<file path="src/rtl/hanning_window.sv">
// Hann windowing stage: streams the speech frame through a symmetric window
// held as a half-window ROM and writes saturated Q16 products into Sn RAM.
//
// state | meaning
// IDLE  | waiting for startw, all outputs low
// RUN   | issuing one speech/window read per cycle, k = 0..NSAM-1
// FLUSH | no new reads, draining the pipeline until index NSAM-1 is written
// DONE  | donew high, held until startw drops
module hanning_window #(
    parameter int N    = 32,
    parameter int Q    = 16,
    parameter int NSAM = 320
) (
    input  logic         clk,
    input  logic         rst,
    input  logic         startw,
    output logic         donew,
    output logic [8:0]   speech_addr,
    input  logic [N-1:0] speech_rdata,
    output logic [7:0]   win_addr,
    input  logic [N-1:0] win_rdata,
    output logic [8:0]   sn_addr,
    output logic [N-1:0] sn_wdata,
    output logic         sn_we
);

    typedef enum logic [1:0] {S_IDLE, S_RUN, S_FLUSH, S_DONE} state_t;

    localparam logic [8:0]   LAST  = 9'(NSAM - 1);
    localparam logic [8:0]   HALF  = 9'(NSAM / 2);
    localparam logic [N-1:0] SAT_P = {1'b0, {(N-1){1'b1}}};
    localparam logic [N-1:0] SAT_N = {1'b1, {(N-1){1'b0}}};

    state_t       state_q, state_d;
    logic [8:0]   k_q, k_d;
    logic         rd_v_q, rd_v_d;
    logic [8:0]   speech_addr_q, speech_addr_d;
    logic [7:0]   win_addr_q, win_addr_d;
    logic [8:0]   idx1_q;
    logic         v1_q;
    logic         sn_we_q;
    logic [8:0]   sn_addr_q;
    logic [N-1:0] sn_wdata_q;

    logic signed [2*N-1:0] prod;
    logic signed [2*N-1:0] shifted;
    logic                  ovf;
    logic [N-1:0]          sat;

    // Full-width product, floor shift by Q, clamp to the N-bit range.
    // Overflow exactly when the bits above the result sign disagree with it.
    assign prod    = $signed(speech_rdata) * $signed(win_rdata);
    assign shifted = prod >>> Q;
    assign ovf     = !((&shifted[2*N-1:N-1]) || !(|shifted[2*N-1:N-1]));
    assign sat     = ovf ? (shifted[2*N-1] ? SAT_N : SAT_P) : shifted[N-1:0];

    // Control state and read-issue registers.
    always_ff @(posedge clk) begin
        if (!rst) begin
            state_q       <= S_IDLE;
            k_q           <= '0;
            rd_v_q        <= 1'b0;
            speech_addr_q <= '0;
            win_addr_q    <= '0;
        end else begin
            state_q       <= state_d;
            k_q           <= k_d;
            rd_v_q        <= rd_v_d;
            speech_addr_q <= speech_addr_d;
            win_addr_q    <= win_addr_d;
        end
    end

    // Next state, frame counter and read addresses for the coming cycle.
    always_comb begin
        state_d       = state_q;
        k_d           = k_q;
        rd_v_d        = 1'b0;
        speech_addr_d = '0;
        win_addr_d    = '0;
        case (state_q)
            S_IDLE: begin
                if (startw) begin
                    state_d = S_RUN;
                    k_d     = '0;
                end
            end
            S_RUN: begin
                rd_v_d        = 1'b1;
                speech_addr_d = k_q;
                // Second half of the frame mirrors onto the same ROM entries.
                win_addr_d    = (k_q < HALF) ? k_q[7:0] : 8'(LAST - k_q);
                if (k_q == LAST) begin
                    state_d = S_FLUSH;
                    k_d     = '0;
                end else begin
                    k_d = k_q + 9'd1;
                end
            end
            S_FLUSH: begin
                if (sn_we_q && (sn_addr_q == LAST)) begin
                    state_d = S_DONE;
                end
            end
            S_DONE: begin
                if (!startw) begin
                    state_d = S_IDLE;
                end
            end
            default: state_d = S_IDLE;
        endcase
    end

    // Index tracks the RAM latency; output register captures the product.
    always_ff @(posedge clk) begin
        if (!rst) begin
            idx1_q     <= '0;
            v1_q       <= 1'b0;
            sn_we_q    <= 1'b0;
            sn_addr_q  <= '0;
            sn_wdata_q <= '0;
        end else begin
            idx1_q     <= speech_addr_q;
            v1_q       <= rd_v_q;
            sn_we_q    <= v1_q;
            sn_addr_q  <= v1_q ? idx1_q : '0;
            sn_wdata_q <= v1_q ? sat : '0;
        end
    end

    assign donew       = (state_q == S_DONE);
    assign speech_addr = speech_addr_q;
    assign win_addr    = win_addr_q;
    assign sn_we       = sn_we_q;
    assign sn_addr     = sn_addr_q;
    assign sn_wdata    = sn_wdata_q;

endmodule

</file>
<file path="config.mk">
export PLATFORM = sky130hd
export DESIGN_NAME = hanning_window
export DESIGN_NICKNAME = d
export VERILOG_FILES = /design/src/rtl/hanning_window.sv
export SDC_FILE = /design/constraint.sdc
export NUM_CORES = 2
export LEC_CHECK = 0
export CORE_MARGIN = 8
export CORE_UTILIZATION = 60
export CTS_CLUSTER_SIZE = 10
export DETAILED_ROUTE_END_ITERATION = 10
export GPL_TIMING_DRIVEN = 1
export PLACE_DENSITY_LB_ADDON = 0.05
export SYNTH_ARGS = -nofsm -noshare
export SYNTH_HDL_FRONTEND = slang
export SYNTH_SLANG_ARGS = --single-unit
</file>
<file path="constraint.sdc">
create_clock -name clk -period 13.4 [get_ports clk]
set_input_delay 2.68 -clock clk [delete_from_list [all_inputs] [get_ports clk]]
set_output_delay 2.68 -clock clk [all_outputs]
set_load 0.03 [all_outputs]
</file>
======== Yosys cells after proc, flatten, opt, wreduce, memory -nomap -nowiden ========
Cells that the tools add are included.
Widths: inputs -> output; s select.
storage, ports and cells
  register bits ........................... 81
  input port bits ......................... 67
  output and inout port bits .............. 60
  word-level logic and storage cells ...... 46
operators by class
  $add $sub $neg .......................... 2
  multiply operators ...................... 1
  order comparisons ....................... 1
  eq/ne operators ......................... 9
  mux-type cells .......................... 12
  reductions and logical operators ........ 11
operators by type and width
  cell                 number
  $mul 32x32->64       1
  $mux 32              2
  $eq 9x9->1 const B   2
  $mux 9               2
  $pmux 9 s2           1
  $reduce_and 17->1    1
  $reduce_or 17->1     1
  $add 9x1->9 const B  1
  $lt 9x8->1 const B   1
  $mux 2               4
  $mux 8               1
  $ne 2x2->1 const B   4
  $pmux 2 s4           1
  $sub 6x8->8 const A  1
  $reduce_and 2->1     3
  $eq 2x2->1 const B   2
  $reduce_and 4->1     1
  $eq 2x1->1 const B   1
  $logic_not 2->1      1
  $reduce_bool 2->1    1
  $logic_and 1x1->1    1
  $logic_not 1->1      1
  $logic_or 1x1->1     1
  $mux 1               1

======== Longest topological paths before layout ========
  word-level depth ........................ 5
  mapped depth ............................ 31
  gate-level depth less buffers ........... 28

======== Worst setup path after synthesis ========
OpenSTA, ideal clock, no wires.
  path type ............................... input-to-reg
  start point ............................. input port win_rdata[2]
  end point ............................... register sn_wdata_q[0], in the netlist sn_wdata[0]
  setup time .............................. 85 ps
  data arrival time ....................... 11226 ps
  setup slack ............................. 2090 ps
  stages on the path ...................... 28
  cell sequence ........................... clkbuf_1 nand2_1 inv_1 fa_1 fa_1 fa_1 inv_1 fa_1 inv_1 fa_1 fa_1 inv_1 fa_1 fa_1 inv_1 ha_1 nand2_1 nor3_1 and2_1 nand3_1 o311ai_1 o21ai_0 xor2_1 or4b_1 nor4_2 a41oi_2 buf_6 o31ai_2
on the way
  cells in the longest elaborated chain, start to end .. 5
ends and longest elaborated chain
  what                    line  text
  start: declaration      21    input logic [N-1:0] win_rdata,
  $mul 32x32->64 *        52    assign prod = $signed(speech_rdata) * $signed(win_rdata);
  $reduce_or 17->1        54    assign ovf = !((&shifted[2*N-1:N-1]) || !(|shifted[2*N-1:N-1]));
  $logic_not 1->1         54
  $logic_or 1x1->1        54
  $mux 32 *               55    assign sat = ovf ? (shifted[2*N-1] ? SAT_N : SAT_P) : shifted[N-1:0];
  end signal: assignment  127   sn_wdata_q <= v1_q ? sat : '0;
  end: declaration        43    logic [N-1:0] sn_wdata_q;
Mark *: on every way between the ends. The rest lies on a longest branch, timed or not.
A chain may end at the register's enable or synchronous reset.

======== Final worst setup path ========
  start point ............................. input port win_rdata[5]
  end point ............................... register sn_wdata_q[8], in the netlist sn_wdata[8]
Same word-level chain as after synthesis.

==> qor_table.md <==
| Result | Value | Unit |
| --- | --- | --- |
| Detailed Route Iter0 Violations | 1567 | - |
| Final worst-path cycle share | 0.927 | - |
| Top library cells by usage in the layout, fill and taps aside | fa_1, inv_1, nand2_1, and2_1, ha_1 | - |
| Placeable core region | 0.0646 | mm² |
| Worst Setup Start Kind | input port | - |
| Number of enable-type register cells in the synthesized netlist | 0 | - |
| Synthesis-to-layout area growth | 6.33 | % |
| Syn Area/Cell | 9.38 | µm² |
| Full die area | 0.0738 | mm² |
| Count of buffers added by post-CTS timing repair for setup | 0 | - |
| Post-Syn Instances | 4179 | - |
| Total of fill cells in the finished design | 5529 | - |
| Chip Height | 272 | µm |
| Placer congestion estimate | 0.954 | - |
| Number of global-route vias before repair | 31548 | - |
| Wire length of the first global-routing pass | 173000 | µm |
| Fmax | 80.5 | MHz |
| Number of clock sinks | 80 | - |
| Antenna violations before repair | 4 | - |
| Overall track demand over capacity in global routing | 0.293 | - |
| Post-synthesis instance area | 0.0392 | mm² |
| Post-route DRC | 0 | - |
| Highest-delay cell along the critical path | clkdlybuf4s50_1 | - |
| Status | completed | - |
| DP Wirelength | 89000 | µm |
| H-tree depth | 3 | - |
| Number of gates given a new drive strength after cts | 0 | - |
| CTS tree | done | - |
| Tightest Pin Transition | 1.22 | ns |
| Hold-fix buffers at CTS | 0 | - |
| Port buffer count | 126 | - |
| Die X | 272 | µm |
| First-pass iteration count of the detailed router | 5 | - |
| CP arrival | 12.67 | ns |
| Yosys synthesis warning count | 0 | - |
| Initial core utilization | 0.607 | - |
| Root Driver | clkbuf_16 | - |
| Final-layout setup total negative slack | 0 | ns |
| Max clock buf depth | 2 | - |
| Worst clock skew on the final layout | 0.0131 | ns |
| Max-slew violations | 0 | - |
| Max-cap viol count | 0 | - |
| Number of ports placed on the die boundary | 127 | - |
| Final count of hold timing violations | 0 | - |
| Pin count of the biggest net entering global routing | 34 | - |
| WL final | 103000 | µm |
| Max incr delay on CP | 0.68 | ns |
| Post-synth ARST share | 0 | - |
| CP Max Fanout | 31 | - |
| Setup repair after global routing missed its margin | false | - |
| Endpoint required time on the critical path | 13.65 | ns |
| Drt via density | 5.51 | - |
| Leading register cell type out of synthesis | dfxtp_1 | - |
| Cell seen most often among critical-path stages | fa_1 | - |
| Final setup violation count | 0 | - |
| Path type of the worst setup path | input port to flop | - |
| Type of the most critical hold path | flop to flop | - |
| Number of distinct standard cells referenced by the synthesized netlist | 64 | - |
| Number of nets still failing antenna checks after routing | 0 | - |
| CTS clock-pin slew for the worst setup and hold paths | 0.06 | ns |
| Number of placement rows | 93 | - |
| Total gr overflow | 0 | - |
| Share of the synthesized area in the top cell type | 0.552 | - |
| Critical path endpoint category | flop | - |
| Per-cell routed wire length | 20.4 | µm |
| Max-slew headroom at the worst pin | 0.181 | - |
| Worst skew pair latency | 0.34 | ns |
| # nets final | 5514 | - |
| Largest cells by area after synthesis | fa_1, inv_1, and2_1 | - |
| Sequential element share of the synthesized area | 0.0409 | - |
| Vias | 27793 | - |
| Number of buffers created by CTS | 9 | - |
| Cell taking the most area after synthesis | fa_1 | - |
| Number of nets produced by synthesis | 5514 | - |
| Most common cell after layout, fill and taps aside | fa_1 | - |
| Final worst path period need | 12.42 | ns |
| Fraction of layout cells with a size suffix above 1 | 0.0368 | - |
| Number of storage elements in the synthesis netlist | 80 | - |
-- Yosys cell counts (31+ instances only) --
cell type  count
fa_1        1081
inv_1        936
nand2_1      561
and2_1       526
clkbuf_1     220
ha_1         187
nor2_1        91
dfxtp_1       80
a21oi_1       67
o21ai_0       45
xnor2_1       37
a21o_1        36
xor2_1        31
-- worst paths after layout --
kind / startpoint / slack, ns / cells after the start / endpoint
hold reg to reg: rd_v_q / 0.44 / 1 / v1_q
hold / removal: rd_v_q / 0.44 / 1 / v1_q
setup / recovery: win_rdata[5] / 0.98 / 31 / sn_wdata[8]
setup reg to reg: state_q[1] / 11.41 / 8 / k_q[8]
-- layout make-up --
| cell class | count | area, µm² | area share |
|---|---|---|---|
| antenna | 2 | 5.00 | 0.000120 |
| clock buffer | 9 | 225 | 0.00540 |
| clock inverter | 7 | 62.6 | 0.00150 |
| inverter | 936 | 3510 | 0.0843 |
| multi-input combinational | 2928 | 33200 | 0.796 |
| sequential | 80 | 1600 | 0.0384 |
| tap | 855 | 1070 | 0.0257 |
| timing repair buffer | 224 | 2030 | 0.0486 |
-- critical path, delay by kind of cell --
kind                     cells  cell delay (ns)
adder cells (fa/ha/maj)      9             4.50
AND/OR/NAND/NOR              7             2.13
buffers and inverters       10             2.12
AO/OA/AOI/OAI                4             1.02
XOR/XNOR                     1             0.18
-- state kept, by name, indices dropped and copies added, names as in the netlist --
signal       cells
win_addr         7
sn_we            1
speech_addr      9
state_q          2
idx1_q           9
sn_wdata        32
sn_addr          9
rd_v_q           1
k_q              9
v1_q             1
-- stage by stage --
stage | std cells | cell area (µm²) | setup slack (ns) | hold WS [ns] | util
2_1_floorplan | 4179 | 39200 | 2.09 | 0.412 | -
3_3_place_gp | 5023 | 41400 | 0.672 | 0.414 | 0.641
3_5_place_dp | 5023 | 41400 | 0.647 | 0.425 | 0.641
4_1_cts | 5039 | 41700 | 0.960 | 0.445 | 0.645
5_1_grt | 5040 | 41700 | 0.340 | 0.467 | 0.645
6_report | 5041 | 41700 | 0.975 | 0.443 | 0.645
-- routing by layer --
metal,up-vias,share of wire,global-route usage
met4,0,0.032,0.0757
li1,12179,-,-
met5,-,0,0
met1,14622,0.42,0.390
met2,803,0.50,0.512
met3,189,0.048,0.0330
-- cell families after synthesis --
logic type | Yosys count | share of synthesized area
simple gates | 1312 | 0.168
fa+ha+maj | 1268 | 0.612
buf+inv | 1171 | 0.113
compound gates | 277 | 0.0505
flops | 80 | 0.0409
xor+xnor | 68 | 0.0152
mux | 3 | 0.000766
Power is left out: the tool's default activity adds up to more than one toggle a clock period on the data nets, which glitch-free logic cannot reach.
